File: src/rtl/irq_request_ctrl_if.sv
`default_nettype none
// ============================================================================
// Module      : irq_request_ctrl_if
// Description : Interrupt request / service handshake between the request
//               controller (master) and the PC interrupt-sequencing block
//               (slave). Requests flow master->slave; running levels and
//               one-cycle done pulses flow back.
// Revision    : 1.0 - initial release
// ============================================================================
interface irq_request_ctrl_if;
  logic interrupt1;
  logic interrupt2;
  logic interrupt3;
  logic interrupt1_running;
  logic interrupt2_running;
  logic interrupt3_running;
  logic interrupt1_done;
  logic interrupt2_done;
  logic interrupt3_done;

  // Request controller side
  modport master (
    output interrupt1, interrupt2, interrupt3,
    input  interrupt1_running, interrupt2_running, interrupt3_running,
    input  interrupt1_done, interrupt2_done, interrupt3_done
  );

  // PC / sequencer side
  modport slave (
    input  interrupt1, interrupt2, interrupt3,
    output interrupt1_running, interrupt2_running, interrupt3_running,
    output interrupt1_done, interrupt2_done, interrupt3_done
  );
endinterface
`default_nettype wire

File: src/rtl/irq_request_ctrl.sv
`default_nettype none
// ============================================================================
// Module      : irq_request_ctrl
// Description : Initiator side of the CPU interrupt handshake. Synchronises
//               three raw request lines, captures rising edges into pending
//               latches, gates them by mask and nesting state into registered
//               interrupt1..3 levels, retires them on the running edge, flags
//               lost requests and counts serviced interrupts.
//               Optional feature macro: IRQ_TIMEOUT_EN (per-level request
//               timeout with sticky flag and forced pending clear).
// Revision    : 1.0 - initial release
// ============================================================================
module irq_request_ctrl #(
  parameter int SYNC_STAGES = 2,     // must be >= 2
  parameter int CNT_W       = 16,
  parameter int TIMEOUT_CYC = 1024
) (
  input  wire logic             clk,
  input  wire logic             clr_n,
  input  wire logic [2:0]       irq_src,
  input  wire logic [2:0]       irq_mask,
  input  wire logic             lost_clr,
  irq_request_ctrl_if.master    pc_if,
  output logic      [2:0]       pending,
  output logic      [2:0]       lost,
  output logic      [1:0]       active_level,
  output logic      [CNT_W-1:0] serviced_cnt,
  output logic      [2:0]       irq_timeout
);

  logic [2:0]       r_sync [SYNC_STAGES];
  logic [2:0]       r_sync_d;
  logic [2:0]       r_run_d;
  logic [2:0]       r_pending;
  logic [2:0]       r_lost;
  logic [2:0]       r_int;
  logic [1:0]       r_active;
  logic [CNT_W-1:0] r_cnt;

  logic [2:0]       w_run;
  logic [2:0]       w_done;
  logic [2:0]       w_rise;
  logic [2:0]       w_ack;
  logic [2:0]       w_tmo_hit;
  logic [2:0]       w_gate;
  logic [2:0]       w_pending_nxt;
  logic [2:0]       w_lost_nxt;
  logic [1:0]       w_pop;

  assign w_run  = {pc_if.interrupt3_running, pc_if.interrupt2_running, pc_if.interrupt1_running};
  assign w_done = {pc_if.interrupt3_done, pc_if.interrupt2_done, pc_if.interrupt1_done};

  // Synchroniser chain plus one extra stage for rising-edge detection
  always_ff @(posedge clk or negedge clr_n) begin
    if (!clr_n) begin
      for (int i = 0; i < SYNC_STAGES; i++) r_sync[i] <= 3'b000;
      r_sync_d <= 3'b000;
    end else begin
      r_sync[0] <= irq_src;
      for (int i = 1; i < SYNC_STAGES; i++) r_sync[i] <= r_sync[i-1];
      r_sync_d <= r_sync[SYNC_STAGES-1];
    end
  end

  assign w_rise = r_sync[SYNC_STAGES-1] & ~r_sync_d;

  // Delayed running levels; an acknowledge is the rising edge of running
  always_ff @(posedge clk or negedge clr_n) begin
    if (!clr_n) r_run_d <= 3'b000;
    else        r_run_d <= w_run;
  end

  assign w_ack = w_run & ~r_run_d;

  // A new request wins over a same-cycle ack or timeout; lost only counts
  // a second edge that nobody acknowledged, and setting beats lost_clr.
  assign w_pending_nxt = w_rise | (r_pending & ~(w_ack | w_tmo_hit));
  assign w_lost_nxt    = (w_rise & r_pending & ~w_ack) | (r_lost & ~{3{lost_clr}});

  // Pending and lost latches
  always_ff @(posedge clk or negedge clr_n) begin
    if (!clr_n) begin
      r_pending <= 3'b000;
      r_lost    <= 3'b000;
    end else begin
      r_pending <= w_pending_nxt;
      r_lost    <= w_lost_nxt;
    end
  end

  // Level 3 is highest priority: a running level blocks itself and all lower
  assign w_gate[2] = r_pending[2] & ~irq_mask[2] & ~w_run[2];
  assign w_gate[1] = r_pending[1] & ~irq_mask[1] & ~w_run[1] & ~w_run[2];
  assign w_gate[0] = r_pending[0] & ~irq_mask[0] & ~w_run[0] & ~w_run[1] & ~w_run[2];

  // Registered request levels presented to the PC
  always_ff @(posedge clk or negedge clr_n) begin
    if (!clr_n) r_int <= 3'b000;
    else        r_int <= w_gate;
  end

  // Highest level currently in service (0 = user code)
  always_ff @(posedge clk or negedge clr_n) begin
    if (!clr_n)        r_active <= 2'd0;
    else if (w_run[2]) r_active <= 2'd3;
    else if (w_run[1]) r_active <= 2'd2;
    else if (w_run[0]) r_active <= 2'd1;
    else               r_active <= 2'd0;
  end

  assign w_pop = 2'(w_done[0]) + 2'(w_done[1]) + 2'(w_done[2]);

  // Serviced-interrupt counter, wraps naturally
  always_ff @(posedge clk or negedge clr_n) begin
    if (!clr_n) r_cnt <= '0;
    else        r_cnt <= r_cnt + CNT_W'(w_pop);
  end

`ifdef IRQ_TIMEOUT_EN
  localparam int TW = $clog2(TIMEOUT_CYC + 1);

  logic [TW-1:0] r_to_cnt [3];
  logic [2:0]    r_timeout;

  // A level times out after TIMEOUT_CYC consecutive cycles with its request high
  always_comb begin
    w_tmo_hit = 3'b000;
    for (int n = 0; n < 3; n++)
      w_tmo_hit[n] = r_int[n] && (r_to_cnt[n] == TW'(TIMEOUT_CYC - 1));
  end

  // Per-level unacknowledged-request counters and sticky timeout flags
  always_ff @(posedge clk or negedge clr_n) begin
    if (!clr_n) begin
      for (int n = 0; n < 3; n++) r_to_cnt[n] <= '0;
      r_timeout <= 3'b000;
    end else begin
      for (int n = 0; n < 3; n++) begin
        if (!r_int[n] || w_tmo_hit[n]) r_to_cnt[n] <= '0;
        else                           r_to_cnt[n] <= r_to_cnt[n] + 1'b1;
      end
      r_timeout <= w_tmo_hit | (r_timeout & ~{3{lost_clr}});
    end
  end

  assign irq_timeout = r_timeout;
`else
  logic w_unused_timeout;

  assign w_tmo_hit        = 3'b000;
  assign irq_timeout      = 3'b000;
  assign w_unused_timeout = (TIMEOUT_CYC != 0);
`endif

  assign pc_if.interrupt1 = r_int[0];
  assign pc_if.interrupt2 = r_int[1];
  assign pc_if.interrupt3 = r_int[2];
  assign pending          = r_pending;
  assign lost             = r_lost;
  assign active_level     = r_active;
  assign serviced_cnt     = r_cnt;

endmodule
`default_nettype wire

File: src/flat_wrapper.sv
// flat-port wrapper written by rule: the top's interface ports become plain ports
module irq_request_ctrl_flat 
#(
  parameter int SYNC_STAGES = 2,                    
  parameter int CNT_W       = 16,
  parameter int TIMEOUT_CYC = 1024
)
  (clk, clr_n, irq_src, irq_mask, lost_clr, pending, lost, active_level, serviced_cnt, irq_timeout, pc_if_interrupt1, pc_if_interrupt2, pc_if_interrupt3, pc_if_interrupt1_running, pc_if_interrupt2_running, pc_if_interrupt3_running, pc_if_interrupt1_done, pc_if_interrupt2_done, pc_if_interrupt3_done);
  irq_request_ctrl_if pc_if_i ();
  input  wire logic clk;
  input  wire logic clr_n;
  input  wire logic [2:0] irq_src;
  input  wire logic [2:0] irq_mask;
  input  wire logic lost_clr;
  output logic      [2:0] pending;
  output logic      [2:0] lost;
  output logic      [1:0] active_level;
  output logic      [CNT_W-1:0] serviced_cnt;
  output logic      [2:0] irq_timeout;
  output wire logic [$bits(pc_if_i.interrupt1)-1:0] pc_if_interrupt1;
  output wire logic [$bits(pc_if_i.interrupt2)-1:0] pc_if_interrupt2;
  output wire logic [$bits(pc_if_i.interrupt3)-1:0] pc_if_interrupt3;
  input wire logic [$bits(pc_if_i.interrupt1_running)-1:0] pc_if_interrupt1_running;
  input wire logic [$bits(pc_if_i.interrupt2_running)-1:0] pc_if_interrupt2_running;
  input wire logic [$bits(pc_if_i.interrupt3_running)-1:0] pc_if_interrupt3_running;
  input wire logic [$bits(pc_if_i.interrupt1_done)-1:0] pc_if_interrupt1_done;
  input wire logic [$bits(pc_if_i.interrupt2_done)-1:0] pc_if_interrupt2_done;
  input wire logic [$bits(pc_if_i.interrupt3_done)-1:0] pc_if_interrupt3_done;
  assign pc_if_interrupt1 = pc_if_i.interrupt1;
  assign pc_if_interrupt2 = pc_if_i.interrupt2;
  assign pc_if_interrupt3 = pc_if_i.interrupt3;
  assign pc_if_i.interrupt1_running = pc_if_interrupt1_running;
  assign pc_if_i.interrupt2_running = pc_if_interrupt2_running;
  assign pc_if_i.interrupt3_running = pc_if_interrupt3_running;
  assign pc_if_i.interrupt1_done = pc_if_interrupt1_done;
  assign pc_if_i.interrupt2_done = pc_if_interrupt2_done;
  assign pc_if_i.interrupt3_done = pc_if_interrupt3_done;
  irq_request_ctrl #(.SYNC_STAGES(SYNC_STAGES), .CNT_W(CNT_W), .TIMEOUT_CYC(TIMEOUT_CYC)) u_core (.clk(clk), .clr_n(clr_n), .irq_src(irq_src), .irq_mask(irq_mask), .lost_clr(lost_clr), .pc_if(pc_if_i), .pending(pending), .lost(lost), .active_level(active_level), .serviced_cnt(serviced_cnt), .irq_timeout(irq_timeout));
endmodule
File: config.mk
export PLATFORM = sky130hd
export DESIGN_NAME = irq_request_ctrl_flat
export DESIGN_NICKNAME = d
export VERILOG_FILES = /design/src/rtl/irq_request_ctrl_if.sv /design/src/rtl/irq_request_ctrl.sv /design/src/flat_wrapper.sv
export SDC_FILE = /design/constraint.sdc
export NUM_CORES = 1
export LEC_CHECK = 0
export ABC_AREA = 0
export ABC_CLOCK_PERIOD_IN_PS = 3900
export BUFFER_PORTS_ARGS = -buffer_cell sky130_fd_sc_hd__buf_2
export CAP_MARGIN = 20
export CORE_ASPECT_RATIO = 0.5
export CORE_MARGIN = 2
export CORE_UTILIZATION = 53
export CTS_CLUSTER_SIZE = 10
export DETAILED_ROUTE_END_ITERATION = 12
export GPL_TIMING_DRIVEN = 0
export PLACE_DENSITY = 0.89
export SLEW_MARGIN = 20
export SYNTH_ARGS = -nofsm -noshare
export SYNTH_HDL_FRONTEND = slang
export SYNTH_SLANG_ARGS = --single-unit
File: constraint.sdc
create_clock -name clk -period 3.9 [get_ports clk]
set_clock_uncertainty 0.2 [all_clocks]
set_input_delay 0 -clock clk [delete_from_list [all_inputs] [get_ports clk]]
set_output_delay 0 -clock clk [all_outputs]
set_load 0.005 [all_outputs]
==> flow_summary.toml <==
[logic_synthesis]
postSynth.asyncResetShare = 1.00
synthMuxAreaShare = 0
synth_simple_gate_area_frac = 0.163
synth_most_common_cell = "dfrtp_1"
synth-seq-cells = 39
ys.warnings.count = 0
postSynthCellCount = 110
syn_area_um2 = 1510
ys_types = 27
avgSynthCellArea_um2 = 13.7
synth_top_area_share = 0.648
synth_top_family_by_area = "simple AND/OR/NAND/NOR gates"
synth_fa_ha_area_frac = 0.0432
synth.area.top_cells = "dfrtp_1 65%, xor2_1 4.7%, xnor2_1 3.5%"
synth_edf_count = 0
synth-compound-area-share = 0.0316
synth_top_cells_by_count = "39 x dfrtp_1, 12 x nand2_1, 8 x xor2_1, 6 x inv_1, 6 x xnor2_1"
yosys.area_share.xor_xnor = 0.0815
synth_ff_type = "dfrtp_1"
ys_seq_area_frac = 0.648
synth_top_area_cell = "dfrtp_1"

[pwr]
ir_drop_v = 0.000479
cellLeakagePower_nw = 1.02
powerDensity_nw_per_um2 = 524

[drt]
drcViolationCount = 0
wl_um = 2810
wl_per_cell_um = 13.3
via_per_inst = 4.74
drt_iter0_drc = 42
first_pass_iters = 4
vias = 1001
drtAntennaViolNets = 0

[setup_path]
cp_data_required_time_ps = 3870
worstPathMaxFanout = 5
max_stage_delay_ps = 450
crit_arrival_ps = 2200
cp_common_cell = "fa_1"
reg2reg_from = "u_core.serviced_cnt[0]"
crit_family = "adder cells"
cp-start-kind = "flip-flop"
endpoint_kind = "flip-flop"
worstSetupPathType = "reg -> reg"
slowest_stage = "fa_1"
worstPathCellList = "fa_1 > ha_1 > fa_1 > nand3_2 > nor3_2 > xor2_1"
setup.worst_path.start = "u_core.serviced_cnt[0]"
cp_num_buf_inv = 0

[cells_and_area]
fin_area_um2 = 1980
fillers = 182
final_cells = 211
drive_gt1_frac = 0.339
multi_input_area_um2 = 492
layout.area.seq_um2 = 976
area_growth_pct = 31.5
n_antenna_cell = 0
final_nets = 192

[clock_tree]
cts_max_path_buffers = 2
cts_made_buffers = 5
cts_root_buffer = "clkbuf_8"
tritoncts = "done"
htree_levels = 2
post_cts_resized = 0
clock_sinks = 39
clk_pin_slew_ps = 70
cts_post_setup_buffers_inserted = 0
clkLatencyLatePin_ps = 290

[floorplan]
rows = 13
die_w_um = 79.4
pin_count = 45
die_area_um2 = 3310
initial_core_util = 0.568
chipHeight_um = 41.7
core_um2 = 2650

[place]
dp_hpwl_um = 1880
dpl_cell_area_um2 = 1760
dp_cells = 190
finalWeightedCongestion = 0.727
portBuffers = 41

[job]
cap_viol_max_count = 0

[global_route]
grt_pass1_wl_um = 4630
antenna_found_initial = 0
grt.overflow.total = 0
grt_max_degree = 40
grt_pass1_vias = 1057
groute.usage.overall = 0.192

[sta]
fin_setup_tns_ps = 0
relSlewSlack = 0.447
setup_viol = 0
worst_slew_pin_slew_ps = 829
fmax_ghz = 0.449
rsz0062_at_grt = "false"
hold_violations = 0
drv_slew = 0
fin_crit_sh = 0.572
min_period_ps = 2230

[min_path]
hold_start = "pc_if_interrupt2_done"
hold_class = "in -> reg"

[outcome]
status = "finished clean"
==> stage by stage <==
| step | util | worst slack [ps] | power (W) | hold slack (ps) |
|---|---|---|---|---|
| floorplan | - | 1790 | 0.000661 | -496 |
| detailed placement | 0.665 | 1670 | 0.000765 | -90.4 |
| global placement | 0.665 | 1710 | 0.000746 | -92.1 |
| CTS | 0.747 | 1650 | 0.00105 | 20.3 |
| finish | 0.747 | 1670 | 0.00104 | 23.6 |
| global route | 0.747 | 1540 | 0.00109 | 23.9 |
==> worst paths after layout <==
path | end | cells after the start | slack [ps]
min | u_core.serviced_cnt[1] | 3 | 20
max in group asynchronous | u_core.r_sync_d[0] | 2 | 2830
max reg2reg | u_core.serviced_cnt[14] | 6 | 1670
min reg2reg | u_core.r_sync[0] | 0 | 150
min in group asynchronous | u_core.serviced_cnt[8] | 2 | 140
max | u_core.serviced_cnt[14] | 6 | 1670
==> tightest hold or removal path: cells and delay by family <==
family	cells	cell delay, ps
fa+ha+maj	2	380
buf+inv	1	90
==> metal layers <==
metal,wire length (um),part of all wire,vias to the layer above,global-route usage
li1,-,-,475,-
met1,1170,0.42,494,0.220
met2,1460,0.52,30,0.339
met3,154,0.055,2,0.0783
met4,13,0.0046,0,0.0517
met5,0,0,-,0
==> cell usage in the layout, fill, tap and decap left out, types with 2 or more instances in the layout <==
cell type / n
nand2b_1: 4
nor2_1: 5
nand2_1: 12
nor3b_1: 2
nand3_1: 2
dlygate4sd3_1: 13
dfrtp_1: 39
buf_4: 3
inv_1: 6
o21ai_1: 2
clkbuf_8: 5
o22ai_1: 3
fa_1: 2
buf_2: 41
ha_1: 2
xor2_1: 8
o21ai_0: 2
conb_1: 3
xnor2_1: 6
==> final cells by class <==
cell class                      count  share of cell area
Sequential cell                    39               0.493
Multi-Input combinational cell     64               0.248
Timing Repair Buffer               54               0.169
Clock buffer                        6              0.0367
Tap cell                           37              0.0234
Buffer                              3              0.0114
Inverter                            6              0.0114
Clock inverter                      2             0.00632
==> cells by family (layout without fill, tap and decap cells) <==
kind of cell,after synthesis,count (layout)
flip-flops,39,39
AND/OR/NAND/NOR,35,35
other,1,3
buffers and inverters,9,71
AO/OA/AOI/OAI,8,8
adder cells (fa/ha/maj),4,4
XOR/XNOR,14,14
==> repair_timing <==
item	4_1_cts	5_1_grt
endpoints found under the setup margin	0	0
hold buffers	13	0
endpoints found under the hold margin	58	0
==> report_power, final <==
part	switching [W]	internal, W
Clock	0.000140	0.000125
Sequential	0.0000677	0.000465
Combinational	0.000115	0.000125
Total	0.000322	0.000715
==> sequential cells by signal, summed over array words and instances, names as in the netlist <==
| name | flops |
|---|---|
| u_core.lost | 3 |
| u_core.r_sync_d | 3 |
| u_core.r_run_d | 3 |
| u_core.r_sync | 6 |
| u_core.active_level | 2 |
| u_core.serviced_cnt | 16 |
| u_core.r_int | 3 |
| u_core.pending | 3 |
Note: power is estimated with default switching activity, not from simulation.
